**src/rtl/lt_controller_pkg.sv**
```systemverilog
// Shared definitions for the latency-tester controller: box positions, counter width, FSM states.
package lt_controller_pkg;

  localparam int unsigned LT_CNT_W = 24;

  localparam logic [1:0] LT_POS_TOPLEFT     = 2'd0;
  localparam logic [1:0] LT_POS_CENTER      = 2'd1;
  localparam logic [1:0] LT_POS_BOTTOMRIGHT = 2'd2;
  localparam logic [1:0] LT_POS_FULL        = 2'd3;

  typedef enum logic [2:0] {
    ST_IDLE       = 3'd0,
    ST_WAIT_DARK  = 3'd1,
    ST_WAIT_FRAME = 3'd2,
    ST_MEASURE    = 3'd3,
    ST_COOLDOWN   = 3'd4
  } lt_state_e;

endpackage

```
**src/rtl/lt_controller_sensor_filter.sv**
```systemverilog
// Photodiode path: 2-flop synchronizer followed by a run-length debounce filter.
module lt_sensor_filter #(
  parameter int unsigned DEB_LEN = 8
) (
  input  logic clk27,
  input  logic reset,
  input  logic sensor_in,
  output logic sens_f
);

  localparam int unsigned     RUN_W    = $clog2(DEB_LEN + 1);
  localparam logic [RUN_W-1:0] RUN_LAST = RUN_W'(DEB_LEN - 1);
  localparam logic [RUN_W-1:0] RUN_ONE  = RUN_W'(1);

  logic             sync1_q, sync2_q;
  logic             sens_f_q, sens_f_d;
  logic [RUN_W-1:0] run_q, run_d;

  // The DEB_LEN-th consecutive contrary sample flips the level; any agreeing sample restarts the run.
  always_comb begin
    sens_f_d = sens_f_q;
    run_d    = '0;
    if (sync2_q != sens_f_q) begin
      if (run_q == RUN_LAST) sens_f_d = sync2_q;
      else                   run_d    = run_q + RUN_ONE;
    end
  end

  always_ff @(posedge clk27) begin
    if (reset) begin
      sync1_q  <= 1'b0;
      sync2_q  <= 1'b0;
      sens_f_q <= 1'b0;
      run_q    <= '0;
    end else begin
      sync1_q  <= sensor_in;
      sync2_q  <= sync1_q;
      sens_f_q <= sens_f_d;
      run_q    <= run_d;
    end
  end

  assign sens_f = sens_f_q;

endmodule

```
**src/rtl/lt_controller.sv**
```systemverilog
// Latency-tester measurement controller: arms the box on a frame start and times the sensor response.
module lt_controller
  import lt_controller_pkg::*;
#(
  parameter int unsigned      CNT_W       = LT_CNT_W,
  parameter logic [CNT_W-1:0] TIMEOUT_CYC = 24'd13_500_000,
  parameter int unsigned      DEB_LEN     = 8
) (
  input  logic             clk27,
  input  logic             reset,
  input  logic             start,
  input  logic [1:0]       mode_in,
  input  logic             vsync_in,
  input  logic             sensor_in,
  output logic             lt_active,
  output logic [1:0]       lt_mode,
  output logic             busy,
  output logic             result_valid,
  output logic [CNT_W-1:0] result_cnt,
  output logic             timeout
);

  localparam logic [CNT_W-1:0] CNT_LAST = CNT_W'(TIMEOUT_CYC - 1);
  localparam logic [CNT_W-1:0] CNT_ONE  = CNT_W'(1);

  lt_state_e        state_q, state_d;
  logic [CNT_W-1:0] cnt_q, cnt_d;
  logic [CNT_W-1:0] res_cnt_q, res_cnt_d;
  logic [1:0]       mode_q, mode_d;
  logic             res_valid_q, res_valid_d;
  logic             timeout_q, timeout_d;
  logic             cool_dark_q, cool_dark_d;
  logic             vs_q, vs_prev_q;
  logic             vs_fall;
  logic             sens_f;

  lt_sensor_filter #(.DEB_LEN(DEB_LEN)) u_sensor_filter (
    .clk27     (clk27),
    .reset     (reset),
    .sensor_in (sensor_in),
    .sens_f    (sens_f)
  );

  assign vs_fall = vs_prev_q & ~vs_q;

  always_comb begin
    state_d     = state_q;
    cnt_d       = cnt_q;
    res_cnt_d   = res_cnt_q;
    mode_d      = mode_q;
    res_valid_d = 1'b0;
    timeout_d   = timeout_q;
    cool_dark_d = cool_dark_q;
    unique case (state_q)
      ST_IDLE: begin
        if (start) begin
          mode_d  = mode_in;
          state_d = ST_WAIT_DARK;
        end
      end
      ST_WAIT_DARK: begin
        if (!sens_f) state_d = ST_WAIT_FRAME;
      end
      ST_WAIT_FRAME: begin
        if (vs_fall) begin
          cnt_d   = '0;
          state_d = ST_MEASURE;
        end
      end
      ST_MEASURE: begin
        cnt_d = cnt_q + CNT_ONE;
        if (sens_f) begin
          res_cnt_d   = cnt_q;
          timeout_d   = 1'b0;
          res_valid_d = 1'b1;
          cool_dark_d = 1'b0;
          state_d     = ST_COOLDOWN;
        end else if (cnt_q == CNT_LAST) begin
          res_cnt_d   = '1;
          timeout_d   = 1'b1;
          res_valid_d = 1'b1;
          cool_dark_d = 1'b0;
          state_d     = ST_COOLDOWN;
        end
      end
      ST_COOLDOWN: begin
        // Only a frame start seen after the box has gone dark releases the controller.
        if (!sens_f) cool_dark_d = 1'b1;
        if (cool_dark_q && vs_fall) state_d = ST_IDLE;
      end
      default: state_d = ST_IDLE;
    endcase
  end

  always_ff @(posedge clk27) begin
    if (reset) begin
      state_q     <= ST_IDLE;
      cnt_q       <= '0;
      res_cnt_q   <= '0;
      mode_q      <= '0;
      res_valid_q <= 1'b0;
      timeout_q   <= 1'b0;
      cool_dark_q <= 1'b0;
      vs_q        <= 1'b0;
      vs_prev_q   <= 1'b0;
    end else begin
      state_q     <= state_d;
      cnt_q       <= cnt_d;
      res_cnt_q   <= res_cnt_d;
      mode_q      <= mode_d;
      res_valid_q <= res_valid_d;
      timeout_q   <= timeout_d;
      cool_dark_q <= cool_dark_d;
      vs_q        <= vsync_in;
      vs_prev_q   <= vs_q;
    end
  end

  assign lt_active    = (state_q == ST_MEASURE);
  assign busy         = (state_q != ST_IDLE);
  assign lt_mode      = mode_q;
  assign result_valid = res_valid_q;
  assign result_cnt   = res_cnt_q;
  assign timeout      = timeout_q;

endmodule
```
**config.mk**
```make
export PLATFORM = sky130hd
export DESIGN_NAME = lt_controller
export DESIGN_NICKNAME = d
export VERILOG_FILES = /design/src/rtl/lt_controller_pkg.sv /design/src/rtl/lt_controller_sensor_filter.sv /design/src/rtl/lt_controller.sv
export SDC_FILE = /design/constraint.sdc
export NUM_CORES = 1
export LEC_CHECK = 0
export BUFFER_PORTS_ARGS = -buffer_cell sky130_fd_sc_hd__buf_4
export CAP_MARGIN = 10
export CORE_ASPECT_RATIO = 0.6
export CORE_UTILIZATION = 45
export CTS_CLUSTER_DIAMETER = 60
export CTS_CLUSTER_SIZE = 40
export DETAILED_ROUTE_END_ITERATION = 16
export HOLD_SLACK_MARGIN = 0.1
export PLACE_DENSITY = 0.66
export SLEW_MARGIN = 25
export SYNTH_ARGS = -nofsm -noshare
export SYNTH_HDL_FRONTEND = slang
export SYNTH_HIERARCHICAL = 1
export SYNTH_SLANG_ARGS = --single-unit
```
**constraint.sdc**
```tcl
create_clock -name clk27 -period 1.84 [get_ports clk27]
set_clock_uncertainty 0.1 [all_clocks]
set_input_delay 0.276 -clock clk27 [delete_from_list [all_inputs] [get_ports clk27]]
set_output_delay 0.276 -clock clk27 [all_outputs]
set_load 0.05 [all_outputs]
```
# Word level (Yosys, flattened, before mapping)
# Index checks and enable logic that the tools add are counted.
[op_classes] addsub=2 eq_ne=13 mux=19 bitwise=4 n_reduce_logical=14
[ops] cell="$mux W24" n=3
[ops] cell="$pmux W24 S2" n=1
[ops] cell="$add A24 B1 Y24 const B" n=1
[ops] cell="$eq A24 B24 Y1 const B" n=1
[ops] cell="$mux W3" n=6
[ops] cell="$pmux W3 S5" n=1
[ops] cell="$ne A2 B2 Y1 const B" n=5
[ops] cell="$reduce_and A2 Y1" n=4
[ops] cell="$mux W1" n=7
[ops] cell="$eq A3 B2 Y1 const B" n=2
[ops] cell="$reduce_bool A2 Y1" n=3
[ops] cell="$reduce_and A5 Y1" n=1
[ops] cell="$add A4 B1 Y4 const B" n=1
[ops] cell="$eq A4 B3 Y1 const B" n=1
[ops] cell="$eq A3 B1 Y1 const B" n=1
[ops] cell="$eq A3 B3 Y1 const B" n=1
[ops] cell="$logic_not A3 Y1" n=1
[ops] cell="$ne A3 B1 Y1 const B" n=1
[ops] cell="$not A1 Y1" n=3
[ops] cell="$reduce_and A3 Y1" n=1
[ops] cell="$reduce_bool A3 Y1" n=1
[ops] cell="$reduce_or A3 Y1" n=1
[ops] cell="$pmux W1 S2" n=1
[ops] cell="$reduce_or A2 Y1" n=1
[ops] cell="other kinds (3)" n=3
[word_totals] reg_bits=65 in_bits=7 out_inout_bits=30 word_cells=65

# Longest topological paths before layout
[depth] depth_word=5 mapped_depth=7 depth_no_buf=5

# Modules after synthesis
# The synthesis kept the hierarchy.
[modules_own_cells] module="lt_controller" instances=1 cells_per_inst=317 area_per_inst_um2=2783.9 seq_area_each_um2=1161.1
[modules_own_cells] module="lt_sensor_filter" instances=1 cells_per_inst=23 area_per_inst_um2=249.0 seq_area_each_um2=140.1

# Worst setup path before layout
# OpenSTA, ideal clock, no wires.
[synth_timing] path_kind="register to register" start="reg cnt_q[0]" end="reg state_q[1]" setup_time_ns=0.103 arrival_ns=1.591 required_time_ns=1.637 path_slack_ns=0.046 path_stages_with_launch=7 cell_sequence="dfxtp_1 ha_1 and3_1 buf_4 and4_4 a31o_1 a2111oi_2"
[synth_via] elab_chain_cells=3
[synth_lines] element="start: declaration" line="lt_controller.sv:27" text="logic [CNT_W-1:0] cnt_q, cnt_d;"
[synth_lines] element="start signal: assignment" line="lt_controller.sv:108" text="cnt_q <= cnt_d;"
[synth_lines] element="$eq A24 B24 Y1" line="lt_controller.sv:78" text="end else if (cnt_q == CNT_LAST) begin"
[synth_lines] element="$ne A3 B1 Y1 (no line)"
[synth_lines] element="$reduce_and A5 Y1 (no line)"
[synth_lines] element="end signal: assignment" line="lt_controller.sv:107" text="state_q <= state_d;"
[synth_lines] element="end: declaration" line="lt_controller.sv:26" text="lt_state_e state_q, state_d;"
# No other way between the ends.
# A chain may end at the register's enable or synchronous reset.

# Worst setup path in the final report
[layout_timing] start="reg state_q[2]" end="out busy"
[layout_via] elab_chain_cells=1
[layout_lines] element="$reduce_bool A3 Y1" line="lt_controller.sv:120" text="assign busy = (state_q != ST_IDLE);"
[layout_lines] element="end: declaration" line="lt_controller.sv:17" text="output logic busy,"
# No other way between the ends.

==> flow_results.xml <==
<?xml version="1.0" encoding="UTF-8"?>
<metrics>
  <group name="logic_synthesis">
    <metric name="synth.largest_area_cell" unit="">dfxtp_1</metric>
    <metric name="synth.cell_area" unit="sq um">3030</metric>
    <metric name="synth_enable_flop_cells" unit="">0</metric>
    <metric name="synth_largest_type_area_fraction" unit="%">42.9</metric>
    <metric name="synth-main-ff-cell" unit="">dfxtp_1</metric>
    <metric name="part_of_the_yosys_area_used_for_sequential_elements" unit="%">42.9</metric>
    <metric name="postSynthRegisterBits" unit="">65</metric>
    <metric name="ys.warnings.count" unit="">6</metric>
    <metric name="post_synth.cell_area_avg" unit="sq um">8.92</metric>
    <metric name="ys_top_cells_by_area" unit="">dfxtp_1 43%, o221ai_1 6.9%, a21oi_1 6.4%</metric>
    <metric name="mappedNetlistNets" unit="">349</metric>
    <metric name="fraction_of_registers_with_async_set_or_reset_after_synthesis" unit="%">0</metric>
    <metric name="syn-instance-count" unit="">340</metric>
    <metric name="synth_cell_type_count" unit="">60</metric>
  </group>
  <group name="clock_tree">
    <metric name="numCtsBuffers" unit="">9</metric>
    <metric name="clk_pin_slew" unit="ps">70</metric>
    <metric name="cts_root_buffer" unit="">clkbuf_8</metric>
    <metric name="clk_path_buf_depth" unit="">2</metric>
    <metric name="clock_latency_on_the_worst_skew_pair" unit="ps">350</metric>
    <metric name="clock_tree_from_tritoncts" unit="">done</metric>
    <metric name="htree_levels" unit="">3</metric>
    <metric name="cts_sinks" unit="">65</metric>
  </group>
  <group name="global_routing">
    <metric name="grt_remaining_overflow" unit="">0</metric>
    <metric name="grt_pass1_wl" unit="mm">12.6</metric>
    <metric name="antenna_found_initial" unit="">0</metric>
    <metric name="grt_pass1_vias" unit="">2469</metric>
    <metric name="grtUsageTotal" unit="%">23.8</metric>
    <metric name="grt_max_degree" unit="">19</metric>
  </group>
  <group name="routing">
    <metric name="ant_nets" unit="">0</metric>
    <metric name="remaining_drc_errors" unit="">0</metric>
    <metric name="avgViaCountPerCell" unit="">5.63</metric>
    <metric name="routed_wirelength" unit="mm">7.60</metric>
    <metric name="first_pass_iters" unit="">5</metric>
    <metric name="routed-via-count" unit="">2725</metric>
    <metric name="drt_iter0_drc" unit="">236</metric>
    <metric name="wl_per_cell" unit="microns">15.7</metric>
  </group>
  <group name="sta">
    <metric name="rsz0062_at_grt" unit="">no</metric>
    <metric name="number_of_hold_slack_violations_in_the_final_timing_report" unit="">0</metric>
    <metric name="setup_slack" unit="ps">48.9</metric>
    <metric name="clock.fmax" unit="MHz">558</metric>
    <metric name="finalSetupViolCount" unit="">0</metric>
    <metric name="max-slew-margin-rel" unit="%">74.2</metric>
    <metric name="finalWorstPathRequiredPeriod" unit="ps">1790</metric>
    <metric name="final.period_utilization" unit="%">97.3</metric>
    <metric name="totalNegativeSetupSlack" unit="ps">0</metric>
    <metric name="hold-worst-slack" unit="ps">165</metric>
    <metric name="slew_viol_final" unit="">0</metric>
    <metric name="max_slew.worst_pin.slew" unit="ps">387</metric>
  </group>
  <group name="power">
    <metric name="finalPower" unit="mW">2.72</metric>
    <metric name="total_leakage_power" unit="nW">1.34</metric>
    <metric name="vdd.ir_drop.worst" unit="V">0.000311</metric>
    <metric name="power-per-cell-area" unit="nW/um^2">724</metric>
  </group>
  <group name="layout">
    <metric name="finalInstanceArea" unit="sq um">3750</metric>
    <metric name="fill_cells" unit="">578</metric>
    <metric name="area.sequential" unit="sq um">1300</metric>
    <metric name="post-route-util" unit="%">59.5</metric>
    <metric name="fin_nets" unit="">405</metric>
    <metric name="multi_input_comb_area" unit="sq um">1500</metric>
    <metric name="final-instance-count-excl-fill" unit="">484</metric>
    <metric name="layout-drive-gt1-share" unit="%">24.5</metric>
    <metric name="synthesis_to_finish_area_growth" unit="%">23.6</metric>
    <metric name="n_antenna_cell" unit="">0</metric>
  </group>
  <group name="hold_path">
    <metric name="worst_hold_path_type" unit="">input port to flop</metric>
    <metric name="whs_path_depth" unit="">2</metric>
  </group>
  <group name="floorplan">
    <metric name="fp-row-count" unit="">22</metric>
    <metric name="core_area" unit="sq um">6300</metric>
    <metric name="die_width" unit="microns">108</metric>
    <metric name="fp.dieArea" unit="sq um">7080</metric>
    <metric name="floorplan.io_pins" unit="">37</metric>
    <metric name="starting_density_of_the_core" unit="%">48.1</metric>
    <metric name="die_y" unit="microns">65.6</metric>
  </group>
  <group name="setup_path">
    <metric name="critical_path.max_fanout" unit="">8</metric>
    <metric name="data_arrival_time_of_the_critical_path" unit="ps">1420</metric>
    <metric name="start_kind" unit="">flop</metric>
    <metric name="end_kind" unit="">primary output</metric>
    <metric name="worst-setup-path-type" unit="">flop to primary output</metric>
    <metric name="worstPathRequired" unit="ps">1460</metric>
    <metric name="worst_r2r_path_depth" unit="">4</metric>
  </group>
  <group name="job">
    <metric name="maxCapViolations" unit="">0</metric>
  </group>
  <group name="place">
    <metric name="placer_congestion_estimate" unit="">0.851</metric>
    <metric name="placement.setup.worst_slack" unit="ps">58.6</metric>
    <metric name="dpl-instance-area" unit="sq um">3510</metric>
    <metric name="dpl.hpwl" unit="mm">5.28</metric>
    <metric name="port_buffers" unit="">36</metric>
    <metric name="placedCellCount" unit="">465</metric>
  </group>
  <group name="status">
    <metric name="run_status" unit="">finished, final reports clean</metric>
  </group>
</metrics>
==> report_power, final <==
part | switching (mW) | leakage, nW | internal, mW
sequential | 0.00798 | 0.525 | 1.42
clock | 0.538 | 0.0822 | 0.514
combinational | 0.140 | 0.734 | 0.0943
total | 0.686 | 1.34 | 2.03
==> cell families after synthesis <==
logic type,Yosys count,synth area share [%]
flip-flops,65,42.9
multiplexers,9,2.97
adder cells (fa/ha/maj),2,0.825
AND/OR/NAND/NOR,105,21.1
XOR/XNOR,3,0.866
AO/OA/AOI/OAI,100,23.0
buffers and inverters,56,8.33
==> cell type report <==
class / instances / area share (%)
multi-input cells: 219 / 40.1
repair buffers: 70 / 14.9
well taps: 84 / 2.80
flip-flops and latches: 65 / 34.7
clock inverters: 3 / 0.467
clock buffers: 12 / 3.87
inverters: 31 / 3.17
==> metal layers <==
| metal | wire length [microns] | share of wire (%) | vias to the layer above | global-route usage (%) |
|---|---|---|---|---|
| met3 | 519 | 6.8 | 9 | 6.35 |
| li1 | - | - | 1363 | - |
| met2 | 3000 | 39 | 88 | 32.5 |
| met1 | 3990 | 53 | 1265 | 35.4 |
| met5 | 0 | 0 | - | 0 |
| met4 | 87 | 1.1 | 0 | 7.88 |
==> cells in the mapped netlist, types with 2 or more instances <==
cell and number:
or2_2 7, and2_1 2, nand4_1 10, a41oi_1 2, buf_2 10, and2b_1 2
o221ai_1 24, nand2_1 19, mux2i_1 9, a21oi_1 39, a311oi_1 2, nand3b_1 3
buf_4 4, and4_1 3, and4bb_1 3, o211ai_1 3, or3_1 4, clkbuf_1 9
a31oi_1 4, xnor2_1 2, and3b_1 2, buf_6 2, nor2b_1 5, o21ai_0 7
and3_1 3, a211oi_1 6, nor3_1 5, inv_1 29, a31o_1 2, nand3_1 5
nor2_1 19, dfxtp_1 65, ha_1 2
==> path summary, 6_finish.rpt <==
kind | startpoint | slack (ps) | to
min reg2reg | u_sensor_filter/sync1_q$_SDFF_PP0_ | 340 | u_sensor_filter/sync2_q$_SDFF_PP0_
max | state_q[2]$_SDFFE_PP0P_ | 50 | busy
max reg2reg | cnt_q[4]$_SDFFE_PP0P_ | 100 | cnt_q[21]$_SDFFE_PP0P_
min | reset | 170 | u_sensor_filter/sens_f$_SDFFE_PP0P_
==> state kept, by name (all words and copies together) (netlist names), 2 cells and up <==
register / cells
lt_mode: 2
result_cnt: 24
cnt_q: 24
u_sensor_filter/run_q: 4
state_q: 3
==> critical path, cell delays in order (launching register included) <==
cell and delay [ps]:
dfxtp_1 310, buf_4 160, or3_1 390, buf_4 200
==> timing repair <==
action	4_1_cts	5_1_grt
gates resized for setup	2	6
setup endpoints to repair	1	10
pin swaps	0	0
setup buffers	0	0
hold buffers	4	0
hold endpoints to repair	4	0
==> cells in the final DEF (no fill, tap or decap), types with 2 or more instances in the layout <==
master,count
dfxtp_1,65
nand4_1,10
nor2b_1,5
nand3_1,5
ha_1,2
or2_2,7
nor3_1,5
a21oi_1,39
buf_4,63
o21ai_0,7
a311oi_1,2
and2b_1,2
nand2_1,19
dlygate4sd3_1,4
and2_1,2
o221ai_1,24
clkbuf_1,2
or3_1,4
a31o_1,2
mux2i_1,9
a41oi_1,2
a211oi_1,6
o211ai_1,3
nand3b_1,3
and4_1,3
inv_1,29
and3_1,2
and4bb_1,3
clkbuf_8,10
clkinv_2,2
a31oi_1,4
and3b_1,2
nor2_1,19
xnor2_1,2
No activity file was read; power rests on OpenSTA's default activity.
